[src/rtl/ga_defs_pkg.sv]
// Shared GA definitions: controller phase codes, fitness width helper,
// selection FSM state encodings and the LFSR feedback mask.
package ga_defs_pkg;

  localparam logic [2:0] FITNESS_CONTROLLER   = 3'b001;
  localparam logic [2:0] SELECTION_CONTROLLER = 3'b010;

  localparam logic [2:0] ST_IDLE    = 3'd0;
  localparam logic [2:0] ST_DRAW_A  = 3'd1;
  localparam logic [2:0] ST_DRAW_B  = 3'd2;
  localparam logic [2:0] ST_COMPARE = 3'd3;
  localparam logic [2:0] ST_EMIT    = 3'd4;
  localparam logic [2:0] ST_DONE    = 3'd5;
  localparam logic [2:0] ST_ELITE   = 3'd6;

  localparam logic [15:0] LFSR_MASK = 16'hB400;

  typedef logic [7:0] indiv_t;

  // Fitness counts mismatching truth-table rows, plus headroom for the gene outputs.
  function automatic int fitWidth(input int primaryInputCount);
    return primaryInputCount + 2;
  endfunction

endpackage

[src/rtl/ga_lfsr.sv]
// 16-bit right-shifting Galois LFSR with enable; exposes the low OUT_W bits.
// Shared by selection now and crossover/mutation later.
module ga_lfsr
  import ga_defs_pkg::*;
#(
  parameter logic [15:0] seed  = 16'hACE1,
  parameter int          OUT_W = 8
) (
  input  logic             clk,
  input  logic             reset,
  input  logic             enable,
  output logic [OUT_W-1:0] value
);

  logic [15:0] lfsrReg;
  logic [15:0] lfsrNext;

  always_comb begin
    lfsrNext = lfsrReg >> 1;
    if (lfsrReg[0]) lfsrNext = (lfsrReg >> 1) ^ LFSR_MASK;
  end

  always_ff @(posedge clk) begin
    if (reset)       lfsrReg <= seed;
    else if (enable) lfsrReg <= lfsrNext;
  end

  assign value = lfsrReg[OUT_W-1:0];

endmodule

[src/rtl/tournament_selection.sv]
// Fitness capture, best tracking and 2-way tournament parent selection.
// Optional ELITISM_EN: the first parent of each run is the current best individual.
module tournament_selection
  import ga_defs_pkg::*;
#(
  parameter int          population           = 24,
  parameter int          primaryInputCount    = 8,
  parameter int          geneResultBit        = 2,
  parameter int          parentCount          = 24,
  parameter logic [2:0]  fitness_controller   = FITNESS_CONTROLLER,
  parameter logic [2:0]  selection_controller = SELECTION_CONTROLLER,
  parameter logic [15:0] lfsrSeed             = 16'hACE1,
  localparam int         FIT_W                = fitWidth(primaryInputCount)
) (
  input  logic             clk,
  input  logic             reset,
  input  logic [2:0]       state_controller,
  input  logic [FIT_W-1:0] fitness,
  input  logic [7:0]       fitCounter,
  output logic [7:0]       sel_idx,
  output logic             sel_valid,
  input  logic             sel_ready,
  output logic [7:0]       best_idx,
  output logic [FIT_W-1:0] best_fitness,
  output logic             gene_found,
  output logic             selection_done,
  output logic [2:0]       state_selectionFSM
);

  localparam int               IDX_W       = (population > 1) ? $clog2(population) : 1;
  localparam indiv_t           POP8        = 8'(population);
  localparam indiv_t           PARENT_LAST = 8'(parentCount - 1);
  localparam logic [FIT_W-1:0] GENE_FIT    = FIT_W'(geneResultBit);

  logic [FIT_W-1:0] fitMem [population];
  logic [7:0]       fitCounterQ;
  logic [7:0]       capturedCount;
  logic [7:0]       emitCount;
  logic [2:0]       stateReg;
  indiv_t           idxA;
  indiv_t           idxB;
  indiv_t           selIdxReg;
  logic             selValidReg;
  logic             doneReg;
  indiv_t           bestIdxReg;
  logic [FIT_W-1:0] bestFitReg;
  logic             geneFoundReg;

  logic             captureEn;
  logic             newGen;
  logic [7:0]       captureIdx;
  logic             selPhase;
  logic             doneExit;
  logic             lfsrEn;
  indiv_t           cand;
  indiv_t           winner;
  logic [FIT_W-1:0] fitA;
  logic [FIT_W-1:0] fitB;

  assign selPhase   = (state_controller == selection_controller);
  assign captureEn  = (state_controller == fitness_controller) &&
                      (fitCounter != fitCounterQ) && (fitCounter != 8'd0);
  assign newGen     = (fitCounter == 8'd0) && (fitCounterQ != 8'd0);
  assign captureIdx = fitCounter - 8'd1;
  assign doneExit   = (stateReg == ST_DONE) && !selPhase;
  assign lfsrEn     = (stateReg == ST_DRAW_A) || (stateReg == ST_DRAW_B);

  ga_lfsr #(.seed(lfsrSeed), .OUT_W(8)) u_lfsr (
    .clk    (clk),
    .reset  (reset),
    .enable (lfsrEn),
    .value  (cand)
  );

  // One register slot per individual; read asynchronously by the tournament compare.
  for (genvar gi = 0; gi < population; gi++) begin : g_slot
    logic [FIT_W-1:0] slotReg;
    always_ff @(posedge clk) begin
      if (captureEn && captureIdx == 8'(gi)) slotReg <= fitness;
    end
    assign fitMem[gi] = slotReg;
  end

  assign fitA = fitMem[idxA[IDX_W-1:0]];
  assign fitB = fitMem[idxB[IDX_W-1:0]];
  // Ties go to the lower index so results do not depend on draw order.
  assign winner = ((fitB < fitA) || ((fitB == fitA) && (idxB < idxA))) ? idxB : idxA;

  always_ff @(posedge clk) begin
    if (reset) begin
      fitCounterQ   <= 8'd0;
      capturedCount <= 8'd0;
      bestIdxReg    <= 8'd0;
      bestFitReg    <= '1;
      geneFoundReg  <= 1'b0;
    end else begin
      fitCounterQ <= fitCounter;
      if (newGen) begin
        capturedCount <= 8'd0;
        bestIdxReg    <= 8'd0;
        bestFitReg    <= '1;
        geneFoundReg  <= 1'b0;
      end else begin
        if (doneExit) begin
          capturedCount <= 8'd0;
          geneFoundReg  <= 1'b0;
        end
        if (captureEn) begin
          capturedCount <= (doneExit ? 8'd0 : capturedCount) + 8'd1;
          if (fitness < bestFitReg) begin
            bestFitReg <= fitness;
            bestIdxReg <= captureIdx;
          end
          if (fitness == GENE_FIT) geneFoundReg <= 1'b1;
        end
      end
    end
  end

  always_ff @(posedge clk) begin
    if (reset) begin
      stateReg    <= ST_IDLE;
      idxA        <= 8'd0;
      idxB        <= 8'd0;
      selIdxReg   <= 8'd0;
      selValidReg <= 1'b0;
      emitCount   <= 8'd0;
      doneReg     <= 1'b0;
    end else if (!selPhase && stateReg != ST_IDLE && stateReg != ST_DONE) begin
      // Phase withdrawn mid-run: abandon it, keeping the captured fitness data.
      stateReg    <= ST_IDLE;
      selValidReg <= 1'b0;
      emitCount   <= 8'd0;
    end else begin
      case (stateReg)
        ST_IDLE: begin
          if (selPhase && capturedCount == POP8) begin
`ifdef ELITISM_EN
            selIdxReg   <= bestIdxReg;
            selValidReg <= 1'b1;
            stateReg    <= ST_ELITE;
`else
            stateReg    <= ST_DRAW_A;
`endif
          end
        end
        ST_DRAW_A: begin
          if (cand < POP8) begin
            idxA     <= cand;
            stateReg <= ST_DRAW_B;
          end
        end
        ST_DRAW_B: begin
          if (cand < POP8) begin
            idxB     <= cand;
            stateReg <= ST_COMPARE;
          end
        end
        ST_COMPARE: begin
          selIdxReg   <= winner;
          selValidReg <= 1'b1;
          stateReg    <= ST_EMIT;
        end
`ifdef ELITISM_EN
        ST_ELITE,
`endif
        ST_EMIT: begin
          if (selValidReg && sel_ready) begin
            selValidReg <= 1'b0;
            emitCount   <= emitCount + 8'd1;
            if (emitCount == PARENT_LAST) begin
              stateReg <= ST_DONE;
              doneReg  <= 1'b1;
            end else begin
              stateReg <= ST_DRAW_A;
            end
          end
        end
        ST_DONE: begin
          if (!selPhase) begin
            stateReg  <= ST_IDLE;
            emitCount <= 8'd0;
            doneReg   <= 1'b0;
          end
        end
        default: stateReg <= ST_IDLE;
      endcase
    end
  end

  assign sel_idx            = selIdxReg;
  assign sel_valid          = selValidReg;
  assign best_idx           = bestIdxReg;
  assign best_fitness       = bestFitReg;
  assign gene_found         = geneFoundReg;
  assign selection_done     = doneReg;
  assign state_selectionFSM = stateReg;

endmodule

[config.mk]
export PLATFORM = sky130hd
export DESIGN_NAME = tournament_selection
export DESIGN_NICKNAME = d
export VERILOG_FILES = /design/src/rtl/ga_defs_pkg.sv /design/src/rtl/ga_lfsr.sv /design/src/rtl/tournament_selection.sv
export SDC_FILE = /design/constraint.sdc
export NUM_CORES = 1
export LEC_CHECK = 0
export CORE_UTILIZATION = 59
export DETAILED_ROUTE_END_ITERATION = 12
export PLACE_DENSITY_LB_ADDON = 0.05
export SYNTH_ARGS = -nofsm -noshare
export SYNTH_HDL_FRONTEND = slang
export SYNTH_SLANG_ARGS = --single-unit
[constraint.sdc]
create_clock -name clk -period 4.25 [get_ports clk]
set_input_delay 0.85 -clock clk [delete_from_list [all_inputs] [get_ports clk]]
set_output_delay 0.85 -clock clk [all_outputs]
set_load 0.02 [all_outputs]
# After elaboration in Yosys (flattened, before gate mapping)
# Index checks and enable logic that the tools add are counted.
[op_classes]
add_sub_neg = 3
n_lt_le_gt_ge = 6
n_eq_ne = 42
n_mux = 29
bitwise = 4
reduce_logical = 54
[ops]
columns = ["op", "n"]
rows = [
  ["10-bit binary-select mux with 5-bit select", 2],
  ["8-bit by 5-bit equality test with 1-bit output, second input constant", 10],
  ["8-bit by 4-bit equality test with 1-bit output, second input constant", 8],
  ["10-bit two-way mux", 4],
  ["8-bit two-way mux", 5],
  ["1-bit logical AND", 33],
  ["8-bit by 3-bit equality test with 1-bit output, second input constant", 4],
  ["10-bit < comparator", 2],
  ["3-bit two-way mux", 6],
  ["3-bit case mux with 6 select lines", 1],
  ["8-bit by 1-bit adder with 8-bit output, second input constant", 2],
  ["8-bit by 2-bit equality test with 1-bit output, second input constant", 2],
  ["8-bit zero test", 2],
  ["16-bit two-way mux", 1],
  ["8-bit case mux with 2 select lines", 1],
  ["8-bit nonzero test", 2],
  ["6-bit >= comparator, second input constant", 2],
  ["5-bit NOT with 6-bit output", 2],
  ["10-bit equality test", 1],
  ["10-bit by 2-bit equality test with 1-bit output, second input constant", 1],
  ["5-bit AND reduction", 2],
  ["3-bit by 2-bit equality test with 1-bit output, second input constant", 3],
  ["3-bit AND reduction", 3],
  ["8-bit by 1-bit equality test with 1-bit output, second input constant", 1],
  ["other kinds (20)", 38],
]
[word_totals]
register_bits = 328
inputBits = 24
output_inout_bits = 32
word_cells = 175

# Depth between registers and ports, before layout
[depth]
ltp_word = 8
depth_mapped = 14
depth_no_buf = 11

# By module
# A second synthesis with hierarchy kept.
[hier_totals]
cells_unflattened = 1021
hier_area_um2 = 15631.2
[modules_own_cells]
columns = ["module", "instances", "cells_per_inst", "area_each_um2", "seq_area_each_um2"]
rows = [
  ["tournament_selection", 1, 957, 14940.6, 8648.3],
  ["ga_lfsr", 1, 64, 690.7, 320.3],
]

# Worst setup path before layout
# No wires, ideal clock.
[synth_timing]
path_type = "register to register"
from = "register idxA[0]"
to = "register selIdxReg[2] (netlist: sel_idx[2])"
setup_ns = 0.086
t_arrival_ns = 3.704
required_ns = 4.164
slack_ns = 0.460
path_stages_with_launch = 13
path_buffers = 2
period_less_slack_ns = 3.790
path_cell_list = "dfxtp_1 > buf_2 > buf_2 > mux4_2 > mux4_2 > a22oi_1 > ha_1 > and3_1 > a221o_1 > a2111oi_0 > a21oi_2 > mux2i_1 > a211oi_1"
[synth_between]
elab_chain_len = 8
word_cells_on_any_way = 10
classes_between = "2 x order compare; 1 x eq/ne; 4 x mux; 1 x bitwise; 2 x reduce/logical"
[synth_lines]
columns = ["element", "line_no", "text"]
rows = [
  ["start, declared", "tournament_selection.sv:40", "indiv_t idxA;"],
  ["start signal, assigned", "tournament_selection.sv:149", "idxA <= cand;"],
  ["branches (longest 6 deep; another with 10-bit < comparator)", "--", ""],
  ["1-bit logical OR (*)", "tournament_selection.sv:87", "assign winner = ((fitB < fitA) || ((fitB == fitA) && (idxB < idxA))) ? idxB : idxA;"],
  ["8-bit two-way mux (*)", "tournament_selection.sv:87", ""],
  ["end signal, assigned", "tournament_selection.sv:160", "selIdxReg <= winner;"],
  ["end, declared", "tournament_selection.sv:42", "indiv_t selIdxReg;"],
]
# Every way passes the cells marked *. The select of a mux whose other input is x is not followed.
# A chain may end at the register's enable or synchronous reset.

# Worst setup path in the final report
[layout_timing]
from = "register idxB[0]"
to = "register selIdxReg[2] (netlist: sel_idx[2])"
[layout_between]
elab_chain_len = 8
word_cells_on_any_way = 10
classes_between = "2 x order compare; 1 x eq/ne; 4 x mux; 1 x bitwise; 2 x reduce/logical"
[layout_lines]
columns = ["element", "line_no", "text"]
rows = [
  ["start, declared", "tournament_selection.sv:41", "indiv_t idxB;"],
  ["start signal, assigned", "tournament_selection.sv:155", "idxB <= cand;"],
  ["branches (longest 6 deep; another with 10-bit < comparator)", "--", ""],
  ["1-bit logical OR (*)", "tournament_selection.sv:87", ""],
  ["8-bit two-way mux (*)", "tournament_selection.sv:87", ""],
]
# Marks and branches as above.

==> run_results.csv <==
group,metric,value,unit
clock_network,post_cts_buffers,0,
logic_synthesis,synth-seq-cells,328,
timing,fmax,0.2462,GHz
detailed_routing,drc,0,
timing,setup_viol,0,
worst_setup_path,ff2ff_path_depth,12,
clock_network,cts_tree,"yes",
clock_network,cts_inserted_buffers,36,
global_routing,grt_overflow,0,
job,maxCapViolations,0,
cells_and_area,instances_no_fill,1487,
worst_setup_path,crit_family,"multiplexers",
worst_setup_path,cp_num_buf_inv,1,
worst_setup_path,cpMostUsedCell,"mux4_2",
logic_synthesis,synth_area_leaders,"edfxtp_1, mux4_2, dfxtp_1",
logic_synthesis,synth_flop_cell,"edfxtp_1",
clock_network,cts-htree-levels,2,
worst_setup_path,setup.worst_path.end_class,"register",
clock_network,clk_path_buf_depth,3,
floorplanning,core,25980,µm²
outcome,status,"complete, no violations",
place,placed_cells,1421,
timing,skew,0.01908,ns
power,finalPower,6.741,mW
logic_synthesis,synthCells,1030,
cells_and_area,layout-drive-gt1-share,24.74,%
logic_synthesis,synth-seq-area-share,57.53,%
worst_setup_path,crit_path_max_fanout,13,
floorplanning,rows,59,
worst_setup_path,start_kind,"register",
global_routing,grt_pass1_vias,9656,
worst_setup_path,critPathKind,"reg2reg",
clock_network,clk_latency,0.53,ns
worst_setup_path,r2r_slack,0.19,ns
clock_network,clockRootBuffer,"clkbuf_16",
floorplanning,die_w,164.6,µm
worst_setup_path,crit_path_top_delay_cell,"mux4_2",
timing,holdWs,0.4567,ns
timing,rsz0062_at_grt,"false",
logic_synthesis,synth_commonest_cells,"edfxtp_1, mux4_2, nand2_1",
logic_synthesis,avgSynthCellArea,15.14,µm²
worst_setup_path,crit_arrival,4.42,ns
timing,slew_violations,0,
timing,relSlewSlack,17.01,%
detailed_routing,vias_per_cell,6.434,
worst_hold_path,worstHoldStart,"u_lfsr.lfsrReg[9]",
floorplanning,die_h,164.6,µm
logic_synthesis,synth_area,15590,µm²
worst_setup_path,worstPathCellList,"buf_4 -> mux4_2 -> mux4_2 -> nand2_1 -> o21ai_0 -> ha_1 -> and4_1 -> o2111a_1 -> a2111oi_4 -> a21oi_4 -> mux2i_1 -> a211oi_1",
timing,worst_slew_pin_slew,1.245,ns
place,place_ws,-0.1521,ns
cells_and_area,n_antenna_cell,0,
detailed_routing,detail-route-antenna-nets,0,
logic_synthesis,ys_types,64,
logic_synthesis,yosysMostFrequentCell,"edfxtp_1",
worst_setup_path,crit_required,4.61,ns
timing,hold_violations,0,
timing,worst_slack,0.1890,ns
detailed_routing,drtIter0Drc,1045,
floorplanning,die_area,27080,µm²
worst_setup_path,cp.depth,12,
worst_hold_path,hold_class,"reg2reg",
worst_hold_path,worstHoldEndpoint,"u_lfsr.lfsrReg[8]",
worst_setup_path,r2r-start,"idxB[0]",
clock_network,cts.sinks,328,
global_routing,grt_pass1_wl,57890,µm
worst_setup_path,cp_slowest_stage_delay,0.54,ns
cells_and_area,design_area,18080,µm²
place,dp.final_hpwl,24680,µm
logic_synthesis,yosysTopAreaCell,"edfxtp_1",
power,power.density,372.9,nW/µm²
power,cellLeakagePower,5.923,nW
global_routing,antenna_found_initial,0,
place,gp_congestion,0.7982,
global_routing,grt_max_degree,52,
detailed_routing,routed_wl,37680,µm
timing,fin_crit,4.061,ns
timing,fin_crit_sh,95.55,%
timing,fin_tns_setup,0,ns
cells_and_area,area_growth,15.97,%
clock_network,path_clk_slew,0.06,ns
cells_and_area,num-nets-final,1181,
logic_synthesis,synth-edff-count,240,
logic_synthesis,synth_top_area_share,46.23,%
floorplanning,ios,56,
logic_synthesis,yosysWarnings,0,
floorplanning,start_util,60.00,%
logic_synthesis,async_flop_share,0,%
worst_hold_path,hold_path_depth,2,
cells_and_area,fill_cells,1764,
detailed_routing,dr.pass1.iters,5,
cells_and_area,fin_util,69.58,%
detailed_routing,via_count,9567,
global_routing,track_usage,29.43,%
power,peakVddDrop,0.3630,mV
logic_synthesis,syn-num-nets,1087,
worst_setup_path,r2r_end,"sel_idx[2]",
place,io_buffers,55,
detailed_routing,wl_per_cell,25.34,µm
place,place_area,16880,µm²
[how the worst max path moves through the flow]
stage,start,endpoint,slack (ns)
2_1_floorplan,idxA[0],sel_idx[2],0.46
3_3_place_gp,idxB[0],sel_idx[2],-0.10
3_5_place_dp,idxB[0],sel_idx[2],-0.15
4_1_cts,idxB[0],sel_idx[2],0.13
5_1_grt,idxB[0],sel_idx[2],0.004
6_report,idxB[0],sel_idx[2],0.19
[timing repair]
| item | CTS | global route |
|---|---|---|
| gates resized for setup | 2 | 3 |
| setup endpoints to repair | 8 | 3 |
| hold buffers | 0 | 0 |
[logic make-up after synthesis]
logic type / synth area share [%]
flip-flops: 57.53
XOR/XNOR: 1.629
multiplexers: 22.09
AO/OA/AOI/OAI: 4.647
AND/OR/NAND/NOR: 8.925
adder cells (fa/ha/maj): 2.649
buffers and inverters: 2.536
[final cells by class]
class | count | area, µm² | area share [%]
timing repair buffer | 121 | 1141 | 6.311
tap | 335 | 419.2 | 2.318
sequential | 328 | 8979 | 49.66
clock inverter | 23 | 236.5 | 1.308
inverter | 21 | 78.83 | 0.4360
multi-input combinational | 616 | 6299 | 34.84
clock buffer | 43 | 927.1 | 5.128
[per-layer routing]
| layer | GRT usage [%] | vias to the layer above | wire [µm] |
|---|---|---|---|
| li1 | - | 4253 | - |
| met1 | 41.68 | 4844 | 15440 |
| met2 | 47.12 | 388 | 18240 |
| met3 | 4.872 | 82 | 2914 |
| met4 | 9.133 | 0 | 1077 |
| met5 | 0 | - | 0 |
[power breakdown]
part,total (mW),internal (mW),switching (mW),leakage (nW)
sequential,3.45,3.44,0.00943,2.87
clock,3.08,1.81,1.27,0.568
combinational,0.211,0.0783,0.133,2.48
[sequential cells by signal (all words and copies together) (netlist names)]
name                cells
g_slot.slotReg        240
u_lfsr.lfsrReg         16
best_fitness           10
best_idx                8
capturedCount           8
emitCount               8
fitCounterQ             8
idxA                    8
idxB                    8
sel_idx                 8
state_selectionFSM      3
gene_found              1
sel_valid               1
selection_done          1
[worst min-delay path, cell delays in order, from the launching register on]
cell and delay [ns]:
dfxtp_1 0.31, nand2_1 0.05, a21oi_1 0.05
[cells in the final DEF (no fill, tap or decap), drive strengths merged, types with 9 or more instances in the layout]
cell           count
buf               67
clkinv            20
mux2i             29
nor2              81
nor3              17
xor2              19
xnor2             10
edfxtp           240
ha                33
nand2b            11
nor4              10
nand3              9
o21ai             19
a22oi             10
nor2b              9
inv               20
o211ai             9
clkbuf            43
a211oi            19
clkdlybuf4s50     54
mux4             140
a21oi             22
dfxtp             88
nand2             93
Note: power is estimated with default switching activity, not from simulation.
